`src/rtl/miner_pkg.sv`:
```
// Shared types and sizes for the miner result transmit path.
// Pure declarations; no logic, no latency.
package miner_pkg;

    localparam int RESULT_W      = 288;
    localparam int PAYLOAD_BYTES = RESULT_W / 8;
    localparam int HASH_W        = 256;
    localparam int NONCE_W       = 32;

    typedef enum logic [1:0] {
        IDLE     = 2'd0,
        HEADER   = 2'd1,
        PAYLOAD  = 2'd2,
        CHECKSUM = 2'd3
    } txstate_t;

endpackage

```
`src/rtl/miner_result_shreg.sv`:
```
// 288-bit result holding register, loaded whole and emptied MSB byte first.
// Load/shift take effect at the next edge; bytes are read combinationally.
module miner_result_shreg
    import miner_pkg::*;
(
    input  logic                clk,
    input  logic                n_rst,
    input  logic                i_load,
    input  logic                i_shift,
    input  logic [RESULT_W-1:0] i_data,
    output logic [7:0]          o_msb_byte,
    output logic [7:0]          o_next_byte
);

    logic [RESULT_W-1:0] r_shift;

    always_ff @(posedge clk) begin
        if (!n_rst) begin
            r_shift <= '0;
        end else if (i_load) begin
            r_shift <= i_data;
        end else if (i_shift) begin
            r_shift <= {r_shift[RESULT_W-9:0], 8'h00};
        end
    end

    // o_next_byte is what o_msb_byte becomes after one shift.
    assign o_msb_byte  = r_shift[RESULT_W-1 -: 8];
    assign o_next_byte = r_shift[RESULT_W-9 -: 8];

endmodule

```
`src/rtl/miner_result_tx.sv`:
```
// Frames a captured miner result as header + 36 payload bytes + XOR checksum, one byte per transfer.
// First byte valid one cycle after a send_data rising edge; each byte is held until tx_ready accepts it.
module miner_result_tx #(
    parameter logic [7:0] HEADER_BYTE = 8'hA5,
    parameter int         RESULT_W    = 288
) (
    input  logic                clk,
    input  logic                n_rst,
    input  logic                send_data,
    input  logic [RESULT_W-1:0] tx_data,
    output logic [7:0]          tx_byte,
    output logic                tx_valid,
    input  logic                tx_ready,
    output logic                busy,
    output logic                frame_done,
    output logic                overflow,
    input  logic                clear_ovf
);
    import miner_pkg::*;

    localparam logic [5:0] LAST_IDX = 6'(PAYLOAD_BYTES - 1);

    txstate_t   r_state;
    txstate_t   w_state_nxt;
    logic       r_send_q;
    logic [5:0] r_cnt;
    logic [7:0] r_csum;
    logic [7:0] r_tx_byte;
    logic       r_tx_valid;
    logic       r_frame_done;
    logic       r_ovf;

    logic       w_start;
    logic       w_xfer;
    logic       w_load;
    logic       w_shift;
    logic [7:0] w_msb_byte;
    logic [7:0] w_next_byte;
    logic [5:0] w_cnt_nxt;
    logic [7:0] w_csum_nxt;
    logic [7:0] w_tx_byte_nxt;
    logic       w_tx_valid_nxt;
    logic       w_frame_done_nxt;
    logic       w_ovf_nxt;

    assign w_start = send_data & ~r_send_q;
    assign w_xfer  = r_tx_valid & tx_ready;

    miner_result_shreg u_shreg (
        .clk         (clk),
        .n_rst       (n_rst),
        .i_load      (w_load),
        .i_shift     (w_shift),
        .i_data      (tx_data),
        .o_msb_byte  (w_msb_byte),
        .o_next_byte (w_next_byte)
    );

    always_ff @(posedge clk) begin
        if (!n_rst) begin
            r_state <= IDLE;
        end else begin
            r_state <= w_state_nxt;
        end
    end

    always_comb begin
        w_state_nxt = r_state;
        case (r_state)
            IDLE:     if (w_start) w_state_nxt = HEADER;
            HEADER:   if (w_xfer) w_state_nxt = PAYLOAD;
            PAYLOAD:  if (w_xfer && (r_cnt == LAST_IDX)) w_state_nxt = CHECKSUM;
            CHECKSUM: if (w_xfer) w_state_nxt = IDLE;
            default:  w_state_nxt = IDLE;
        endcase
    end

    always_comb begin
        w_load           = 1'b0;
        w_shift          = 1'b0;
        w_cnt_nxt        = r_cnt;
        w_csum_nxt       = r_csum;
        w_tx_byte_nxt    = r_tx_byte;
        w_tx_valid_nxt   = r_tx_valid;
        w_frame_done_nxt = 1'b0;
        case (r_state)
            IDLE: begin
                if (w_start) begin
                    w_load         = 1'b1;
                    w_cnt_nxt      = '0;
                    w_csum_nxt     = '0;
                    w_tx_byte_nxt  = HEADER_BYTE;
                    w_tx_valid_nxt = 1'b1;
                end
            end
            HEADER: begin
                if (w_xfer) w_tx_byte_nxt = w_msb_byte;
            end
            PAYLOAD: begin
                if (w_xfer) begin
                    w_shift    = 1'b1;
                    w_csum_nxt = r_csum ^ r_tx_byte;
                    // The checksum presented must already include the byte just sent.
                    if (r_cnt == LAST_IDX) begin
                        w_tx_byte_nxt = r_csum ^ r_tx_byte;
                    end else begin
                        w_cnt_nxt     = r_cnt + 6'd1;
                        w_tx_byte_nxt = w_next_byte;
                    end
                end
            end
            CHECKSUM: begin
                if (w_xfer) begin
                    w_tx_valid_nxt   = 1'b0;
                    w_frame_done_nxt = 1'b1;
                end
            end
            default: ;
        endcase
    end

    // A drop beats a simultaneous clear so no lost result goes unreported.
    assign w_ovf_nxt = (w_start && (r_state != IDLE)) ? 1'b1 :
                       clear_ovf                       ? 1'b0 : r_ovf;

    always_ff @(posedge clk) begin
        if (!n_rst) begin
            r_send_q     <= 1'b0;
            r_cnt        <= '0;
            r_csum       <= '0;
            r_tx_byte    <= '0;
            r_tx_valid   <= 1'b0;
            r_frame_done <= 1'b0;
            r_ovf        <= 1'b0;
        end else begin
            r_send_q     <= send_data;
            r_cnt        <= w_cnt_nxt;
            r_csum       <= w_csum_nxt;
            r_tx_byte    <= w_tx_byte_nxt;
            r_tx_valid   <= w_tx_valid_nxt;
            r_frame_done <= w_frame_done_nxt;
            r_ovf        <= w_ovf_nxt;
        end
    end

    assign tx_byte    = r_tx_byte;
    assign tx_valid   = r_tx_valid;
    assign busy       = (r_state != IDLE);
    assign frame_done = r_frame_done;
    assign overflow   = r_ovf;

endmodule

```
`config.mk`:
```
export PLATFORM = sky130hd
export DESIGN_NAME = miner_result_tx
export DESIGN_NICKNAME = d
export VERILOG_FILES = /design/src/rtl/miner_pkg.sv /design/src/rtl/miner_result_shreg.sv /design/src/rtl/miner_result_tx.sv
export SDC_FILE = /design/constraint.sdc
export NUM_CORES = 1
export LEC_CHECK = 0
export CAP_MARGIN = 10
export CORE_ASPECT_RATIO = 0.75
export CORE_MARGIN = 1.5
export CORE_UTILIZATION = 54
export CTS_CLUSTER_SIZE = 10
export DETAILED_ROUTE_END_ITERATION = 8
export PLACE_DENSITY = 0.86
export SLEW_MARGIN = 20
export SYNTH_ARGS = -nofsm -noshare
export SYNTH_HDL_FRONTEND = slang
export SYNTH_SLANG_ARGS = --single-unit
```
`constraint.sdc`:
```
create_clock -name clk -period 3.35 [get_ports clk]
set_input_delay 1.005 -clock clk [delete_from_list [all_inputs] [get_ports clk]]
set_output_delay 1.005 -clock clk [all_outputs]
set_load 0.01 [all_outputs]
```
==> metrics.yaml, run 1 <==
die:
  rows: 51
  core_um2: 26000
  die_h_um: 144
  ios: 305
  dieArea_um2: 27600
  start_util_pct: 55.3
  fp.dieW_um: 191
setup_path:
  start_kind: "flip-flop"
  end_kind: "primary output"
  cp.arrival_ps: 2030
  critical_path.max_fanout: 12
  required_ps: 2340
  crit_type: "reg2out"
pwr:
  power_density_nw_per_um2: 653
  p_leak_nw: 9.47
  ir_worst_vdd_mv: 0.467
worst_hold_path:
  min_path_type: "reg2reg"
cells_and_area:
  multi_input_area_um2: 7350
  fillers: 1913
  drive_gt1_share_pct: 4.22
  area_growth_pct: 29.5
  ff_latch_area_um2: 6330
  layout.nets: 2263
timing:
  fmax_ghz: 0.330
  finalHoldViolations: 0
  worst_pin_slew_ps: 782
  fin_ws_ps: 317
  rsz0062_at_grt: "no"
  skew_ps: 21.7
  max_slew_margin_pct: 47.4
  final_max_slew_viol_count: 0
  fin_crit_ps: 3030
  setup_viol: 0
  finalSetupTns_ps: 0
  timing.final.crit_share_pct: 90.5
clock_tree:
  cts_tree: "done"
  insertion_delay_ps: 510
  path_clk_slew_ps: 60
  cts_made_buffers: 37
  root_buffer: "clkbuf_16"
  cts.path.max_buffers: 3
  post-cts-setup-buffers: 0
  cts_hold_buffers: 0
  cts_resized: 0
  cts.sinks: 316
  ctsHtreeMaxLevel: 2
placement:
  dp_hpwl_um: 26800
  portBuffers: 304
  pre_cts_ws_ps: 383
  place_congestion: 0.842
logic_synthesis:
  syn-cell-area_um2: 14400
  yosysUniqueCellTypes: 43
  synth_enable_flop_cells: 0
  ys_ff_latch: 316
  yosysSeqAreaShare_pct: 44.0
  synth_flop_cell: "dfxtp_1"
  synthesis.nets: 2060
  async_reset_ff_share_pct: 0
  syn_area_per_cell_um2: 8.16
  syn_inst: 1762
  synth_warnings: 0
global_route:
  grt.total_usage_pct: 28.0
  antenna_found_initial: 6
  grt_max_degree: 147
  grt-ovfl-total: 0
  grt_pass1_vias: 12600
  grt_pass1_wl_um: 62600
drt:
  ant_nets: 0
  vias: 13500
  drtIter0Drc: 1184
  drc: 0
  viasPerCell: 5.82
  firstDrtPassIters: 6
  routedWlPerCell_um: 17.4
  wirelength_um: 40400
flow_run:
  maxCapViolCount: 0
status:
  status: "finished clean"
## sequential cells by signal (all words and copies together), names as in the netlist
signal,cells
r_csum,8
overflow,1
r_cnt,6
tx_valid,1
r_state,2
tx_byte,8
frame_done,1
u_shreg.r_shift,288
r_send_q,1
## area by class of cell
type | instances | area share (%)
clock inverters | 1 | 0.0470
clock buffers | 42 | 5.35
flip-flops and latches | 316 | 33.9
diodes | 7 | 0.0940
well taps | 344 | 2.31
multi-input cells | 1272 | 39.4
repair buffers | 332 | 18.7
inverters | 6 | 0.121
## report_power, final
| part | switching, mW | internal [mW] |
|---|---|---|
| clock | 1.44 | 2.07 |
| sequential | 0.510 | 4.60 |
| combinational | 1.83 | 1.71 |
| total | 3.78 | 8.39 |
## Yosys cell counts, types with 2 or more instances
cell type  count  area (µm²)
nand2_1      581        2180
dfxtp_1      316        6330
nand3_1      284        1420
o211a_1      281        2810
clkbuf_1     119         447
buf_2         37         185
a21oi_1       14        70.1
o21ai_0       13        65.1
nor2b_1        9        56.3
a22oi_1        8        60.1
buf_1          8        30.0
xor2_1         8        70.1
inv_1          6        22.5
a31o_2         5        43.8
a31oi_1        5        31.3
and4b_1        5        50.1
ha_1           5        62.6
o22ai_1        5        31.3
a221oi_1       4        35.0
a22o_1         4        35.0
and3b_1        4        35.0
buf_6          4        45.0
nor2_1         4        15.0
a211oi_1       3        22.5
a21boi_0       3        22.5
o211ai_1       3        22.5
o31ai_1        3        22.5
or4_1          3        22.5
and3_1         2        12.5
o21a_1         2        15.0
or3_1          2        12.5
## metal layers
metal / vias to the layer above / GRT usage (%) / wire length (µm)
met2: 469 / 43.8 / 18200
met1: 6384 / 37.4 / 17500
met3: 77 / 7.23 / 3480
met5: - / 0 / 11
li1: 6573 / - / -
met4: 2 / 10.1 / 1180
## cells by family after synthesis
group / Yosys count / synth area share [%]
and+or+nand+nor: 902 / 26.9
AOI/OAI and AO/OA: 356 / 23.0
adders and majority gates: 5 / 0.435
muxes: 1 / 0.0696
DFF: 316 / 44.0
buffers and inverters: 174 / 5.07
xor gates and xnor gates: 8 / 0.487
## cells in the final DEF (no fill, tap or decap), drive strengths merged, types with 7 or more instances in the layout
cell / count
clkbuf: 42
nand2: 581
a22oi: 8
a21oi: 14
nand3: 284
inv: 7
clkdlybuf4s50: 303
buf: 29
nor2b: 9
o211a: 281
dfxtp: 316
xor2: 8
o21ai: 13
diode: 7
## path summary, 6_finish.rpt
path	from	endpoint	slack, ps	cells after the start
setup / recovery	r_state[0]	busy	320	4
hold / removal	r_cnt[5]	r_cnt[5]	490	2
setup reg to reg	r_state[0]	u_shreg.r_shift[47]	1100	7
hold reg to reg	r_cnt[5]	r_cnt[5]	490	2
## metrics by stage
step                hold WS (ps)  cells  power [mW]  utilization [%]  cell area [µm²]
floorplan                    448   1762        7.54                -            14400
global placement             478   2270        8.46             67.6            17600
detailed placement           481   2270        8.67             67.6            17600
CTS                          489   2313        12.2             71.5            18600
global route                 516   2315        12.9             71.5            18600
finish                       490   2320        12.2             71.6            18600
## critical path: stages, from the launching register on
cell and delay [ps]:
dfxtp_1 380, inv_1 90, ha_1 350, inv_1 140, clkdlybuf4s50_1 560
No activity file was read; power rests on OpenSTA's default activity.
==> run 2, diff against run 1 <==
--- a/config.mk
+++ b/config.mk
@@ -6,12 +6,12 @@
 export NUM_CORES = 1
 export LEC_CHECK = 0
 export CAP_MARGIN = 10
-export CORE_ASPECT_RATIO = 0.75
+export CORE_ASPECT_RATIO = 1.75
 export CORE_MARGIN = 1.5
-export CORE_UTILIZATION = 54
+export CORE_UTILIZATION = 46
 export CTS_CLUSTER_SIZE = 10
 export DETAILED_ROUTE_END_ITERATION = 8
-export PLACE_DENSITY = 0.86
+export PLACE_DENSITY = 0.78
 export SLEW_MARGIN = 20
 export SYNTH_ARGS = -nofsm -noshare
 export SYNTH_HDL_FRONTEND = slang
==> constraint.sdc (replaced) <==
create_clock -name clk -period 2.56 [get_ports clk]
set_input_delay 0.768 -clock clk [delete_from_list [all_inputs] [get_ports clk]]
set_output_delay 0.768 -clock clk [all_outputs]
set_load 0.01 [all_outputs]
==> run 2 against run 1 <==
Against the previous run: critical path depth decreased by 3; worst hold slack worse by 7.3 ps; via count about the same; combinational power up 33%; wire length is 3.3% higher; flip-flop and latch count unchanged; clock-buffer cell count stayed put; critical path type unchanged.
==> metrics.yaml, run 2 (synthesis gave the netlist of run 1 again) <==
status:
  status: "finished clean"
timing:
  fin_crit_ps: 2380
  max_slew_margin_pct: 62.4  # +15 points
  finalHoldViolations: 0  # unchanged
  rsz0062_at_grt: "no"
  setup_viol: 0  # unchanged
  final_max_slew_viol_count: 0  # unchanged
  timing.final.crit_share_pct: 93.1
  fmax_ghz: 0.420
  skew_ps: 16.1  # -5.55 ps
  hold_ws_ps: 483  # -7.34 ps
  worst_pin_slew_ps: 562  # -221 ps
  fin_ws_ps: 177  # -140 ps
clock_tree:
  path_clk_slew_ps: 50  # about the same
  cts.path.max_buffers: 3  # unchanged
  cts_tree: "done"
  root_buffer: "clkbuf_16"
  insertion_delay_ps: 530  # +20 ps
  cts_hold_buffers: 0  # unchanged
  ctsHtreeMaxLevel: 2  # unchanged
  cts_made_buffers: 37  # unchanged
  cts.sinks: 316  # unchanged
setup_path:
  crit_chain: "clkdlybuf4s50_1"
  required_ps: 1790  # -550 ps
  end_kind: "primary output"
  cp.arrival_ps: 1610  # -420 ps
  slowest_stage: "clkdlybuf4s50_1"
  critPathBufInv: 1  # -2
  slowest_delay_ps: 610  # +50 ps
  crit_type: "reg2out"
  critical_path.max_fanout: 8  # -4
  start_kind: "flip-flop"
  crit_family: "buffers and inverters"
placement:
  place_congestion: 0.856  # +1.6%
  pre_cts_ws_ps: -52.5  # -436 ps
  portBuffers: 304  # unchanged
  dp_hpwl_um: 28800  # +7.3%
die:
  rows: 85  # +67%
  dieArea_um2: 32400  # +17%
  core_um2: 30700  # +18%
  ios: 305  # unchanged
  start_util_pct: 46.8  # -8.5 points
  fp.dieW_um: 137  # -29%
  die_h_um: 237  # +64%
cells_and_area:
  mostFrequentLayoutCells: "nand2_1, dfxtp_1, clkdlybuf4s50_1, nand3_1, o211a_1"
  layout_commonest_cell: "nand2_1"
  largest-register: "u_shreg.r_shift"
  largest_reg_flops: 288  # unchanged
  area_growth_pct: 32.2
  drive_gt1_share_pct: 5.75  # +1.5 points
  layout.nets: 2295  # +1.4%
global_route:
  grt_max_degree: 96  # -35%
  grt-ovfl-total: 0  # unchanged
  antenna_found_initial: 10  # +4
  grt_pass1_wl_um: 65200  # +4.2%
  grt.total_usage_pct: 25.2  # -2.8 points
  grt_pass1_vias: 13000  # +3.4%
drt:
  wirelength_um: 41700  # +3.3%
  vias: 13500  # +0.074%
  ant_nets: 0  # unchanged
  routedWlPerCell_um: 17.4  # -0.18%
  viasPerCell: 5.63  # -3.3%
  firstDrtPassIters: 5  # -1
  drtIter0Drc: 856  # -28%
  drc: 0  # unchanged
pwr:
  ir_worst_vdd_mv: 0.575  # +23%
  p_leak_nw: 9.66  # +2.0%
  power_density_nw_per_um2: 842  # +29%
flow_run:
  maxCapViolCount: 0  # unchanged
worst_hold_path:
  min_path_type: "reg2reg"
## run 2: changes by cell type in the layout (fill, tap and decap cells not counted)
cell             previous run  this run
buf_4                      10        35
buf_12                     18        25
clkdlybuf4s50_1           303       302
diode_2                     7         8
dlygate4sd2_1               0         1
## run 2: area by class of cell
cell class / instances / area (µm²)
antenna: 8 / 20.0
clock buffer: 42 / 997
clock inverter: 1 / 8.76
fill: 2711 / 11700
inverter: 6 / 22.5
multi-input combinational: 1272 / 7350
sequential: 316 / 6330
tap: 391 / 489
timing repair buffer: 364 / 3810
## run 2: final timing paths
kind	endpoint	from	slack (ps)	cells after the start
hold / removal	r_cnt[5]	r_cnt[5]	480	2
setup / recovery	tx_valid	tx_valid	180	1
setup reg to reg	r_cnt[5]	r_state[0]	440	6
hold reg to reg	r_cnt[5]	r_cnt[5]	480	2
## run 2: timing repair
action | in CTS | in global routing
setup buffers | 0 | 0
setup endpoints to repair | 1 | 0
resized for setup | 1 | 0
## run 2: routing by layer
layer	track usage, %	vias up	share of wire [%]
met3	4.86	87	5.9
met2	45.5	411	53
met5	0	-	0.065
li1	-	6632	-
met4	11.9	4	3.7
met1	27.9	6381	37
## run 2: where the power goes
group	switching [mW]	total, mW	internal [mW]	leakage, nW
Combinational	2.39	4.71	2.32	6.56
Sequential	0.632	6.65	6.02	2.61
Clock	1.95	4.66	2.71	0.495
Total	4.97	16.0	11.1	9.66
## run 2: stage by stage
step	cells	TNS (ps)	utilization (%)	total power, mW	cell area, µm²
6_report	2400	0	61.9	16.0	19000
5_1_grt	2399	0	61.9	17.0	19000
4_1_cts	2392	0	61.8	16.1	19000
3_5_place_dp	2349	-325	58.6	11.4	18000
3_3_place_gp	2349	0	58.6	11.2	18000
2_1_floorplan	1762	0	-	9.87	14400
